$ cat src/rtl/lsu_access_ctrl_pkg.sv
// +--------------------------------------------------------------------+
// | Module   : lsu_access_ctrl_pkg                                     |
// | Purpose  : funct3 width codes, size masks, FSM states and decoder  |
// | Revision : 1.0                                                     |
// +--------------------------------------------------------------------+
`default_nettype none

package lsu_access_ctrl_pkg;

  localparam logic [1:0] F3_SZ_BYTE = 2'b00;
  localparam logic [1:0] F3_SZ_HALF = 2'b01;
  localparam logic [1:0] F3_SZ_WORD = 2'b10;

  localparam logic [3:0] MASK_BYTE = 4'b0001;
  localparam logic [3:0] MASK_HALF = 4'b0011;
  localparam logic [3:0] MASK_WORD = 4'b1111;

  typedef enum logic [1:0] {
    ST_IDLE  = 2'd0,
    ST_BEAT0 = 2'd1,
    ST_BEAT1 = 2'd2,
    ST_RESP  = 2'd3
  } state_e;

  typedef struct packed {
    logic       err;
    logic       sign;
    logic [3:0] mask;
  } dec_t;

  function automatic dec_t decode_f3(input logic i_we, input logic [2:0] i_funct3);
    dec_t d;
    d.err  = 1'b0;
    d.sign = ~i_funct3[2];
    d.mask = MASK_BYTE;
    case (i_funct3[1:0])
      F3_SZ_BYTE: d.mask = MASK_BYTE;
      F3_SZ_HALF: d.mask = MASK_HALF;
      F3_SZ_WORD: d.mask = MASK_WORD;
      default:    d.err  = 1'b1;
    endcase
    // Unsigned stores do not exist.
    if (i_we && i_funct3[2]) d.err = 1'b1;
    return d;
  endfunction

endpackage

`default_nettype wire

$ cat src/rtl/lsu_access_ctrl_if.sv
// +--------------------------------------------------------------------+
// | Module   : lsu_access_ctrl_if                                      |
// | Purpose  : pipeline request/response and memory beat signal bundle |
// | Revision : 1.0                                                     |
// +--------------------------------------------------------------------+
`default_nettype none

interface lsu_access_ctrl_if;
  logic        req_valid;
  logic        req_ready;
  logic        req_we;
  logic [2:0]  req_funct3;
  logic [31:0] req_addr;
  logic [31:0] req_wdata;
  logic        mem_req;
  logic        mem_we;
  logic [31:0] mem_addr;
  logic [3:0]  mem_be;
  logic [31:0] mem_wdata;
  logic        mem_ack;
  logic [31:0] mem_rdata;
  logic        rsp_valid;
  logic [31:0] rsp_rdata;
  logic        rsp_err;
  logic        stall;

  modport slave (
    input  req_valid, req_we, req_funct3, req_addr, req_wdata, mem_ack, mem_rdata,
    output req_ready, mem_req, mem_we, mem_addr, mem_be, mem_wdata,
           rsp_valid, rsp_rdata, rsp_err, stall
  );

  modport master (
    output req_valid, req_we, req_funct3, req_addr, req_wdata, mem_ack, mem_rdata,
    input  req_ready, mem_req, mem_we, mem_addr, mem_be, mem_wdata,
           rsp_valid, rsp_rdata, rsp_err, stall
  );
endinterface

`default_nettype wire

$ cat src/rtl/lsu_lane_align.sv
// +--------------------------------------------------------------------+
// | Module   : lsu_lane_align                                          |
// | Purpose  : byte-lane shift for stores, extract/extend for loads    |
// | Revision : 1.0                                                     |
// +--------------------------------------------------------------------+
`default_nettype none

module lsu_lane_align (
  input  logic [3:0]  i_mask,
  input  logic [1:0]  i_off,
  input  logic        i_sign,
  input  logic [31:0] i_wdata,
  input  logic [31:0] i_rd_lo,
  input  logic [31:0] i_rd_hi,
  output logic        o_cross,
  output logic [3:0]  o_be0,
  output logic [3:0]  o_be1,
  output logic [31:0] o_wdata0,
  output logic [31:0] o_wdata1,
  output logic [31:0] o_rdata
);

  logic [7:0]  w_be8;
  logic [63:0] w_wd64;
  logic [31:0] w_rd32;

  assign w_be8    = {4'b0000, i_mask} << i_off;
  assign w_wd64   = {32'd0, i_wdata} << {i_off, 3'b000};
  assign o_cross  = |w_be8[7:4];
  assign o_be0    = w_be8[3:0];
  assign o_be1    = w_be8[7:4];
  assign o_wdata0 = w_wd64[31:0];
  assign o_wdata1 = w_wd64[63:32];

  // Beat 1 word supplies the upper lanes of a crossing load.
  assign w_rd32 = 32'({i_rd_hi, i_rd_lo} >> {i_off, 3'b000});

  always_comb begin
    o_rdata = w_rd32;
    if (!i_mask[1]) begin
      o_rdata = {{24{i_sign & w_rd32[7]}}, w_rd32[7:0]};
    end else if (!i_mask[2]) begin
      o_rdata = {{16{i_sign & w_rd32[15]}}, w_rd32[15:0]};
    end
  end

endmodule

`default_nettype wire

$ cat src/rtl/lsu_access_ctrl.sv
// +--------------------------------------------------------------------+
// | Module   : lsu_access_ctrl                                         |
// | Purpose  : load/store controller with misaligned two-beat split    |
// | Revision : 1.0                                                     |
// +--------------------------------------------------------------------+
`default_nettype none

module lsu_access_ctrl
  import lsu_access_ctrl_pkg::*;
#(
  parameter bit SPLIT_EN = 1'b1
) (
  input  logic             clk,
  input  logic             rst_n,
  lsu_access_ctrl_if.slave bus
);

  state_e      r_state, w_state_nxt;
  logic        r_we, w_we_nxt;
  logic [1:0]  r_off, w_off_nxt;
  logic        r_sign, w_sign_nxt;
  logic [3:0]  r_mask, w_mask_nxt;
  logic [31:0] r_wdata, w_wdata_nxt;
  logic        r_cross, w_cross_nxt;
  logic [31:0] r_r0, w_r0_nxt;

  logic        r_mem_req, w_mem_req_nxt;
  logic        r_mem_we, w_mem_we_nxt;
  logic [31:0] r_mem_addr, w_mem_addr_nxt;
  logic [3:0]  r_mem_be, w_mem_be_nxt;
  logic [31:0] r_mem_wdata, w_mem_wdata_nxt;
  logic        r_rsp_valid, w_rsp_valid_nxt;
  logic [31:0] r_rsp_rdata, w_rsp_rdata_nxt;
  logic        r_rsp_err, w_rsp_err_nxt;

  dec_t        w_dec;
  logic        w_idle;
  logic        w_reject;
  logic [3:0]  w_al_mask;
  logic [1:0]  w_al_off;
  logic        w_al_sign;
  logic [31:0] w_al_wdata;
  logic [31:0] w_al_lo;
  logic        w_cross;
  logic [3:0]  w_be0, w_be1;
  logic [31:0] w_wd0, w_wd1;
  logic [31:0] w_rdata;

  assign w_dec  = decode_f3(bus.req_we, bus.req_funct3);
  assign w_idle = (r_state == ST_IDLE);

  // In IDLE the aligner works on the incoming request so beat 0 can be registered at accept.
  assign w_al_mask  = w_idle ? w_dec.mask : r_mask;
  assign w_al_off   = w_idle ? bus.req_addr[1:0] : r_off;
  assign w_al_sign  = w_idle ? w_dec.sign : r_sign;
  assign w_al_wdata = w_idle ? bus.req_wdata : r_wdata;
  assign w_al_lo    = (r_state == ST_BEAT1) ? r_r0 : bus.mem_rdata;

  lsu_lane_align u_align (
    .i_mask   (w_al_mask),
    .i_off    (w_al_off),
    .i_sign   (w_al_sign),
    .i_wdata  (w_al_wdata),
    .i_rd_lo  (w_al_lo),
    .i_rd_hi  (bus.mem_rdata),
    .o_cross  (w_cross),
    .o_be0    (w_be0),
    .o_be1    (w_be1),
    .o_wdata0 (w_wd0),
    .o_wdata1 (w_wd1),
    .o_rdata  (w_rdata)
  );

  assign w_reject = w_dec.err || (w_cross && !SPLIT_EN);

  always_comb begin
    w_state_nxt     = r_state;
    w_we_nxt        = r_we;
    w_off_nxt       = r_off;
    w_sign_nxt      = r_sign;
    w_mask_nxt      = r_mask;
    w_wdata_nxt     = r_wdata;
    w_cross_nxt     = r_cross;
    w_r0_nxt        = r_r0;
    w_mem_req_nxt   = r_mem_req;
    w_mem_we_nxt    = r_mem_we;
    w_mem_addr_nxt  = r_mem_addr;
    w_mem_be_nxt    = r_mem_be;
    w_mem_wdata_nxt = r_mem_wdata;
    w_rsp_valid_nxt = 1'b0;
    w_rsp_rdata_nxt = 32'd0;
    w_rsp_err_nxt   = 1'b0;

    case (r_state)
      ST_IDLE: begin
        if (bus.req_valid) begin
          if (w_reject) begin
            w_state_nxt     = ST_RESP;
            w_rsp_valid_nxt = 1'b1;
            w_rsp_err_nxt   = 1'b1;
          end else begin
            w_state_nxt     = ST_BEAT0;
            w_we_nxt        = bus.req_we;
            w_off_nxt       = bus.req_addr[1:0];
            w_sign_nxt      = w_dec.sign;
            w_mask_nxt      = w_dec.mask;
            w_wdata_nxt     = bus.req_wdata;
            w_cross_nxt     = w_cross;
            w_mem_req_nxt   = 1'b1;
            w_mem_we_nxt    = bus.req_we;
            w_mem_addr_nxt  = {bus.req_addr[31:2], 2'b00};
            w_mem_be_nxt    = w_be0;
            w_mem_wdata_nxt = w_wd0;
          end
        end
      end
      ST_BEAT0, ST_BEAT1: begin
        if (bus.mem_ack) begin
          if (r_state == ST_BEAT0 && r_cross) begin
            w_state_nxt     = ST_BEAT1;
            w_r0_nxt        = bus.mem_rdata;
            w_mem_addr_nxt  = r_mem_addr + 32'd4;
            w_mem_be_nxt    = w_be1;
            w_mem_wdata_nxt = w_wd1;
          end else begin
            w_state_nxt     = ST_RESP;
            w_rsp_valid_nxt = 1'b1;
            w_rsp_rdata_nxt = r_we ? 32'd0 : w_rdata;
            w_mem_req_nxt   = 1'b0;
            w_mem_we_nxt    = 1'b0;
            w_mem_addr_nxt  = 32'd0;
            w_mem_be_nxt    = 4'd0;
            w_mem_wdata_nxt = 32'd0;
          end
        end
      end
      default: begin
        w_state_nxt = ST_IDLE;
      end
    endcase
  end

  always_ff @(posedge clk or negedge rst_n) begin
    if (!rst_n) begin
      r_state     <= ST_IDLE;
      r_we        <= 1'b0;
      r_off       <= 2'd0;
      r_sign      <= 1'b0;
      r_mask      <= 4'd0;
      r_wdata     <= 32'd0;
      r_cross     <= 1'b0;
      r_r0        <= 32'd0;
      r_mem_req   <= 1'b0;
      r_mem_we    <= 1'b0;
      r_mem_addr  <= 32'd0;
      r_mem_be    <= 4'd0;
      r_mem_wdata <= 32'd0;
      r_rsp_valid <= 1'b0;
      r_rsp_rdata <= 32'd0;
      r_rsp_err   <= 1'b0;
    end else begin
      r_state     <= w_state_nxt;
      r_we        <= w_we_nxt;
      r_off       <= w_off_nxt;
      r_sign      <= w_sign_nxt;
      r_mask      <= w_mask_nxt;
      r_wdata     <= w_wdata_nxt;
      r_cross     <= w_cross_nxt;
      r_r0        <= w_r0_nxt;
      r_mem_req   <= w_mem_req_nxt;
      r_mem_we    <= w_mem_we_nxt;
      r_mem_addr  <= w_mem_addr_nxt;
      r_mem_be    <= w_mem_be_nxt;
      r_mem_wdata <= w_mem_wdata_nxt;
      r_rsp_valid <= w_rsp_valid_nxt;
      r_rsp_rdata <= w_rsp_rdata_nxt;
      r_rsp_err   <= w_rsp_err_nxt;
    end
  end

  assign bus.req_ready = w_idle;
  assign bus.stall     = ~w_idle & bus.req_valid;
  assign bus.mem_req   = r_mem_req;
  assign bus.mem_we    = r_mem_we;
  assign bus.mem_addr  = r_mem_addr;
  assign bus.mem_be    = r_mem_be;
  assign bus.mem_wdata = r_mem_wdata;
  assign bus.rsp_valid = r_rsp_valid;
  assign bus.rsp_rdata = r_rsp_rdata;
  assign bus.rsp_err   = r_rsp_err;

endmodule

`default_nettype wire

$ cat src/flat_wrapper.sv
// flat-port wrapper written by rule: the top's interface ports become plain ports
module lsu_access_ctrl_flat import lsu_access_ctrl_pkg::*;
#(
  parameter bit SPLIT_EN = 1'b1
)
  (clk, rst_n, bus_req_valid, bus_req_we, bus_req_funct3, bus_req_addr, bus_req_wdata, bus_mem_ack, bus_mem_rdata, bus_req_ready, bus_mem_req, bus_mem_we, bus_mem_addr, bus_mem_be, bus_mem_wdata, bus_rsp_valid, bus_rsp_rdata, bus_rsp_err, bus_stall);
  lsu_access_ctrl_if bus_i ();
  input  logic clk;
  input  logic rst_n;
  input wire logic [$bits(bus_i.req_valid)-1:0] bus_req_valid;
  input wire logic [$bits(bus_i.req_we)-1:0] bus_req_we;
  input wire logic [$bits(bus_i.req_funct3)-1:0] bus_req_funct3;
  input wire logic [$bits(bus_i.req_addr)-1:0] bus_req_addr;
  input wire logic [$bits(bus_i.req_wdata)-1:0] bus_req_wdata;
  input wire logic [$bits(bus_i.mem_ack)-1:0] bus_mem_ack;
  input wire logic [$bits(bus_i.mem_rdata)-1:0] bus_mem_rdata;
  output wire logic [$bits(bus_i.req_ready)-1:0] bus_req_ready;
  output wire logic [$bits(bus_i.mem_req)-1:0] bus_mem_req;
  output wire logic [$bits(bus_i.mem_we)-1:0] bus_mem_we;
  output wire logic [$bits(bus_i.mem_addr)-1:0] bus_mem_addr;
  output wire logic [$bits(bus_i.mem_be)-1:0] bus_mem_be;
  output wire logic [$bits(bus_i.mem_wdata)-1:0] bus_mem_wdata;
  output wire logic [$bits(bus_i.rsp_valid)-1:0] bus_rsp_valid;
  output wire logic [$bits(bus_i.rsp_rdata)-1:0] bus_rsp_rdata;
  output wire logic [$bits(bus_i.rsp_err)-1:0] bus_rsp_err;
  output wire logic [$bits(bus_i.stall)-1:0] bus_stall;
  assign bus_i.req_valid = bus_req_valid;
  assign bus_i.req_we = bus_req_we;
  assign bus_i.req_funct3 = bus_req_funct3;
  assign bus_i.req_addr = bus_req_addr;
  assign bus_i.req_wdata = bus_req_wdata;
  assign bus_i.mem_ack = bus_mem_ack;
  assign bus_i.mem_rdata = bus_mem_rdata;
  assign bus_req_ready = bus_i.req_ready;
  assign bus_mem_req = bus_i.mem_req;
  assign bus_mem_we = bus_i.mem_we;
  assign bus_mem_addr = bus_i.mem_addr;
  assign bus_mem_be = bus_i.mem_be;
  assign bus_mem_wdata = bus_i.mem_wdata;
  assign bus_rsp_valid = bus_i.rsp_valid;
  assign bus_rsp_rdata = bus_i.rsp_rdata;
  assign bus_rsp_err = bus_i.rsp_err;
  assign bus_stall = bus_i.stall;
  lsu_access_ctrl #(.SPLIT_EN(SPLIT_EN)) u_core (.clk(clk), .rst_n(rst_n), .bus(bus_i));
endmodule
$ cat config.mk
export PLATFORM = sky130hd
export DESIGN_NAME = lsu_access_ctrl_flat
export DESIGN_NICKNAME = d
export VERILOG_FILES = /design/src/rtl/lsu_access_ctrl_pkg.sv /design/src/rtl/lsu_access_ctrl_if.sv /design/src/rtl/lsu_lane_align.sv /design/src/rtl/lsu_access_ctrl.sv /design/src/flat_wrapper.sv
export SDC_FILE = /design/constraint.sdc
export NUM_CORES = 1
export LEC_CHECK = 0
export ABC_AREA = 1
export ABC_CLOCK_PERIOD_IN_PS = 1760
export CAP_MARGIN = 5
export CORE_MARGIN = 8
export CORE_UTILIZATION = 41
export DETAILED_ROUTE_END_ITERATION = 10
export GPL_TIMING_DRIVEN = 0
export PLACE_DENSITY = 0.71
export SYNTH_ARGS = -nofsm -noshare
export SYNTH_HDL_FRONTEND = slang
export SYNTH_SLANG_ARGS = --single-unit
$ cat constraint.sdc
create_clock -name clk -period 1.76 [get_ports clk]
set_input_delay 0.44 -clock clk [delete_from_list [all_inputs] [get_ports clk]]
set_output_delay 0.44 -clock clk [all_outputs]
set_load 0.01 [all_outputs]
==> flow_summary.yaml, run 1 <==
synthesis:
  ys_warn_count: 0
  ys.flop_type: "dfrtp_1"
  syn_area_per_cell_um2: 7.141
  synth.most_common_cell: "nand2_1"
  synth_common_cells: "nand2_1, dfrtp_1, o21ai_0"
  seq_area_frac_synth_pct: 42.71
  yosysTopAreaCellShare_pct: 42.71
  ys_ff_latch: 176
  async_flop_share_pct: 100.0
  synthDistinctLibCells: 42
  netlist_area_um2: 10310
  synth_edf_count: 0
  synth.area.top_cells: "dfrtp_1, nand2_1, o21ai_0"
  synth_cells: 1444
  yosys.area.top_type: "dfrtp_1"
grt:
  grt_max_degree: 109
  gr-total-overflow: 0
  grtUsageTotal_pct: 28.15
  grt_pass1_vias: 11560
  grt_pass1_wl_um: 67320
  antenna_found_initial: 0
timing:
  finClkSkew_ns: 0.01270
  fin_setup_tns_ns: -34.28
  rsz0062_at_grt: "true"
  slew_headroom_pct: 57.60
  worstMarginPinSlew_ns: 0.6360
  hold_viol_final: 0
  drv_slew: 0
  setup_slack_ns: -0.3969
  max_freq_mhz: 463.6
  fin_crit_sh_pct: 122.6
  period_minus_slack_ns: 2.157
  finalSetupViolCount: 148
worst_setup_path:
  path_buf_inv: 6
  cp_top_family: "buffers and inverters"
  cp_cell_sequence: "inv_2 > ha_4 > buf_8 > buf_8 > buf_8 > buf_8 > buf_4 > nand2_2 > nand2_2 > nand2_1 > o21ai_1 > o21ai_1 > a31oi_1"
  cp_max_fo: 7
  arrival_ns: 2.47
  worstPathRequired_ns: 2.07
  critical_path_class: "reg -> reg"
  crit_slowest_cell: "dfrtp_1"
  crit_top_cell: "buf_8"
  cpPeakStageDelay_ns: 0.37
  crit_path_start_kind: "flip-flop"
  endpoint_kind: "flip-flop"
min_path:
  hold_path_class: "reg -> reg"
clock_network:
  cts.sinks: 176
  cts_buffers: 17
  cts_tree: "built"
  cts_root_buffer: "clkbuf_16"
  clk_path_buf_depth: 2
  worstSkewPairLatency_ns: 0.45
  path_clk_slew_ns: 0.07
  h-tree-depth: 4
placed_design:
  pre_cts_ws_ns: -0.9231
  port_buffers: 207
  globalplace.congestion: 1.008
  place_hpwl_um: 30830
pwr:
  p_leak_nw: 7.544
  switching_share_pct: 48.53
  power_mw: 38.51
  power_frac_comb_pct: 71.0
  seqPwrFrac_pct: 18.4
  power.switching_mw: 18.69
  p_per_area_nw_per_um2: 2360
  power.internal_mw: 19.82
  p_clk_share_pct: 10.6
  ir_worst_vdd_uv: 1308
drt:
  routed_wl_um: 45580
  dr.pass1.iters: 6
  postRouteAntennaNets: 0
  vias: 11860
  detail_route.wl_per_cell_um: 21.64
  drc_errors: 0
  drt_first_iter_violations: 1419
  via_per_inst: 5.632
floorplanning:
  core_um2: 24960
  dieArea_um2: 30480
  initial_core_util_pct: 41.30
  ioPinCount: 210
  die_h_um: 174.6
  num_rows: 58
  die_x_um: 174.6
outcome:
  status: "complete, but fails checks"
  violations: "negative setup slack"
final_layout:
  diodes: 0
  synthToLayoutAreaGrowth_pct: 58.25
  drive_gt1_share_pct: 27.82
  nets: 1876
flow_run:
  drv_cap: 0
==> worst paths after layout <==
path	slack (ns)	to	start	depth (start not counted)
min in group asynchronous	0.55	u_core.bus.mem_addr[9]$_DFFE_PN0P_	rst_n	2
setup / recovery	-0.40	u_core.bus.mem_wdata[23]$_DFFE_PN0P_	u_core.r_state[0]$_DFFE_PN0P_	13
max in group asynchronous	0.22	u_core.bus.mem_wdata[20]$_DFFE_PN0P_	rst_n	3
setup reg to reg	-0.40	u_core.bus.mem_wdata[23]$_DFFE_PN0P_	u_core.r_state[0]$_DFFE_PN0P_	13
hold reg to reg	0.47	u_core.r_wdata[22]$_DFFE_PN0P_	u_core.r_wdata[22]$_DFFE_PN0P_	2
hold / removal	0.47	u_core.r_wdata[22]$_DFFE_PN0P_	u_core.r_wdata[22]$_DFFE_PN0P_	2
==> registers in the layout, summed over array words and instances (netlist names) <==
| register | cells |
|---|---|
| u_core.r_we | 1 |
| u_core.r_mask | 3 |
| u_core.r_cross | 1 |
| u_core.bus.mem_we | 1 |
| u_core.r_state | 2 |
| u_core.r_r0 | 32 |
| u_core.bus.mem_be | 4 |
| u_core.r_wdata | 32 |
| u_core.bus.mem_req | 1 |
| u_core.r_off | 2 |
| u_core.bus.mem_addr | 30 |
| u_core.r_sign | 1 |
| u_core.bus.rsp_err | 1 |
| u_core.bus.rsp_rdata | 32 |
| u_core.bus.rsp_valid | 1 |
| u_core.bus.mem_wdata | 32 |
==> cell type report <==
class	count	area [um^2]
fillers	2091	8647
multi-input cells	1077	6266
flip-flops and latches	176	4424
repair buffers	307	3233
plain buffers	78	950.9
inverters	108	427.9
clock buffers	17	425.4
well taps	330	412.9
clock inverters	13	176.4
==> cells by family (layout without fill, tap and decap cells) <==
kind of cell,after synthesis,after routing,synth area share (%)
AO/OA/AOI/OAI,303,303,16.43
adder cells (fa/ha/maj),7,7,0.8494
buffers and inverters,192,523,8.810
flip-flops,176,176,42.71
multiplexers,11,11,1.201
other,1,2,0.03637
AND/OR/NAND/NOR,754,754,29.96
==> worst reg2reg max path, delay by kind of cell, from the launching register on <==
kind                     cells  cell delay [ns]
flip-flops                   1             0.37
buffers and inverters        6             0.72
AND/OR/NAND/NOR              3             0.25
adder cells (fa/ha/maj)      1             0.16
AO/OA/AOI/OAI                3             0.53
==> per-layer routing <==
layer | vias up | routed length, um | global-route usage (%)
met5 | - | 0 | 0
met3 | 131 | 4292 | 5.223
met1 | 5657 | 18810 | 37.89
li1 | 5352 | - | -
met2 | 721 | 20920 | 44.89
met4 | 0 | 1557 | 9.679
==> repair_timing <==
action                                  CTS  global route
setup buffers                            67            15
pin swaps                                47            51
resized for setup                       508           223
hold buffers                              1             0
endpoints found under the setup margin  264           180
cloned                                   17             4
hold endpoints to repair                 68             0
==> stage by stage <==
stage	utilization (%)	cells	area, um^2	hold WS (ns)
finish	65.36	2106	16320	0.4730
global route	65.36	2106	16320	0.4950
CTS	61.94	2097	15460	0.4747
detailed placement	51.65	1983	12890	0.4387
global placement	51.52	1982	12860	0.4519
floorplan	-	1445	10380	0.1444
==> power by group through the flow <==
stage	Sequential [mW]	Combinational [mW]	Clock, mW
6_report	7.09	27.4	4.06
3_3_place_gp	7.05	17.0	0
5_1_grt	7.25	28.6	4.23
4_1_cts	7.01	23.7	4.05
3_5_place_dp	7.09	17.1	0
2_1_floorplan	7.19	10.0	0
==> cell usage in the layout (no fill, tap or decap), types with 23 or more instances in the layout <==
cell type / n
dlygate4sd2_1: 95
a21oi_2: 23
buf_6: 54
clkdlybuf4s50_1: 108
dfrtp_1: 160
nand2_1: 447
nand3_1: 69
o21ai_2: 37
a21oi_1: 43
o21ai_1: 58
inv_1: 98
nor2_1: 92
buf_8: 29
buf_4: 57
nand2_2: 47
o21ai_0: 49
No activity file was read; power rests on OpenSTA's default activity.
==> inputs of run 2 (changes only) <==
--- a/config.mk
+++ b/config.mk
@@ -13,6 +13,8 @@
 export DETAILED_ROUTE_END_ITERATION = 10
 export GPL_TIMING_DRIVEN = 0
 export PLACE_DENSITY = 0.71
+export SKIP_CTS_REPAIR_TIMING = 1
+export SLEW_MARGIN = 20
 export SYNTH_ARGS = -nofsm -noshare
 export SYNTH_HDL_FRONTEND = slang
 export SYNTH_SLANG_ARGS = --single-unit
==> flow_summary.yaml, run 2 (synthesized netlist as in run 1, its figures left out) <==
outcome:
  status: "complete, but fails checks"
  violations: "negative hold slack, negative setup slack"
floorplanning:
  initial_core_util_pct: 41.30
  dieArea_um2: 30480
  num_rows: 58
  die_x_um: 174.6
  ioPinCount: 210
  die_h_um: 174.6
  core_um2: 24960
worst_setup_path:
  endpoint_kind: "output port"
  critical_path_class: "reg -> out"
  r2r_cells: 16
  worstPathRequired_ns: 1.32
  rr_endpoint: "u_core.bus.rsp_rdata[11]$_DFF_PN0_"
  r2r_slack_ns: -0.45
  r2r-start: "u_core.r_state[0]$_DFFE_PN0P_"
  crit_path_start_kind: "flip-flop"
  cp_max_fo: 6
  arrival_ns: 1.80
grt:
  grt_max_degree: 93
  grtUsageTotal_pct: 25.64
  gr-total-overflow: 0
  antenna_found_initial: 0
  grt_pass1_vias: 10620
  grt_pass1_wl_um: 61200
timing:
  hold_slack_ns: -0.007117
  drv_slew: 0
  hold_viol_final: 5
  finClkSkew_ns: 0.01267
  period_minus_slack_ns: 2.242
  fin_setup_tns_ns: -39.32
  fin_crit_sh_pct: 127.4
  finalSetupViolCount: 158
  max_freq_mhz: 446.1
  worstMarginPinSlew_ns: 0.6530
  rsz0062_at_grt: "true"
  slew_headroom_pct: 56.47
  setup_slack_ns: -0.4818
drt:
  vias: 11800
  via_per_inst: 5.600
  postRouteAntennaNets: 0
  drt_first_iter_violations: 1524
  detail_route.wl_per_cell_um: 21.06
  dr.pass1.iters: 6
  drc_errors: 0
  routed_wl_um: 44400
final_layout:
  synthToLayoutAreaGrowth_pct: 58.96
  nets: 1878
  diodes: 0
  final_cell_mix: "nand2_1, dfrtp_1, nor2_1"
  drive_gt1_share_pct: 26.60
  post-route-util_pct: 65.66
  fillers: 2095
  final_common_cell: "nand2_1"
  finalInstanceArea_um2: 16390
clock_network:
  worstSkewPairLatency_ns: 0.44
  cts.sinks: 176
  cts_root_buffer: "clkbuf_16"
  h-tree-depth: 4
  cts_buffers: 17
  cts_tree: "built"
  clk_path_buf_depth: 2
  path_clk_slew_ns: 0.08
pwr:
  seqPwrFrac_pct: 19.3
  switching_share_pct: 48.01
  p_leak_nw: 8.666
  p_per_area_nw_per_um2: 2248
  ir_worst_vdd_uv: 1199
  p_clk_share_pct: 10.9
  power.switching_mw: 17.69
  power_frac_comb_pct: 69.9
  power.internal_mw: 19.16
placed_design:
  place_hpwl_um: 30750
  globalplace.congestion: 1.008
  port_buffers: 207
  dpl_cell_area_um2: 12890
flow_run:
  drv_cap: 0
min_path:
  hold_path_class: "in -> async"
[run 2: per-stage QoR]
| stage | instances | power, mW | setup slack, ns |
|---|---|---|---|
| final | 2108 | 36.85 | -0.4818 |
| after global routing | 2108 | 38.57 | -0.5281 |
| after CTS | 2013 | 28.21 | -1.036 |
| after detailed placement | 1983 | 24.19 | -0.9247 |
| after global placement | 1982 | 24.04 | -7.272 |
| after floorplan | 1445 | 17.22 | 0.01523 |
[run 2: per-layer routing]
metal | wire (um) | global-route usage (%) | share of wire, %
met1 | 18640 | 35.07 | 42
met2 | 20340 | 39.72 | 46
met3 | 3811 | 5.741 | 8.6
met4 | 1614 | 8.301 | 3.6
met5 | 0 | 0 | 0
[run 2: worst max-delay path by stage]
stage / from / endpoint / slack [ns]
2_1_floorplan: u_core.r_state[0]$_DFFE_PN0P_ / u_core.bus.rsp_rdata[11]$_DFF_PN0_ / 0.02
3_3_place_gp: rst_n / u_core.r_r0[9]$_DFFE_PN0P_ / -7.27
5_1_grt: u_core.r_state[0]$_DFFE_PN0P_ / bus_stall / -0.53
4_1_cts: u_core.r_state[0]$_DFFE_PN0P_ / bus_stall / -1.04
6_report: u_core.r_state[0]$_DFFE_PN0P_ / bus_stall / -0.48
3_5_place_dp: bus_req_funct3[0] / u_core.bus.mem_addr[22]$_DFFE_PN0P_ / -0.92
[run 2: cell type report]
cell class | instances | area [um^2] | area share, %
Clock inverter | 13 | 176.4 | 1.076
Multi-Input combinational cell | 1077 | 6088 | 37.15
Sequential cell | 176 | 4432 | 27.04
Buffer | 83 | 1008 | 6.153
Timing Repair Buffer | 304 | 3425 | 20.89
Tap cell | 330 | 412.9 | 2.519
Inverter | 108 | 422.9 | 2.580
Clock buffer | 17 | 425.4 | 2.595
[run 2: worst max-delay path: stages, from the launching register on]
cell     delay [ns]
dfrtp_1        0.39
inv_2          0.09
ha_4           0.17
buf_8          0.14
buf_12         0.14
buf_12         0.13
buf_12         0.13
nor2_4         0.07
buf_6          0.10
[run 2: power groups by stage]
| stage | clock network (mW) | logic [mW] | registers [mW] |
|---|---|---|---|
| floorplan | 0 | 10.0 | 7.19 |
| global placement | 0 | 17.0 | 7.05 |
| detailed placement | 0 | 17.1 | 7.09 |
| CTS | 4.02 | 17.2 | 7.02 |
| global route | 4.19 | 27.1 | 7.25 |
| finish | 4.01 | 25.7 | 7.10 |
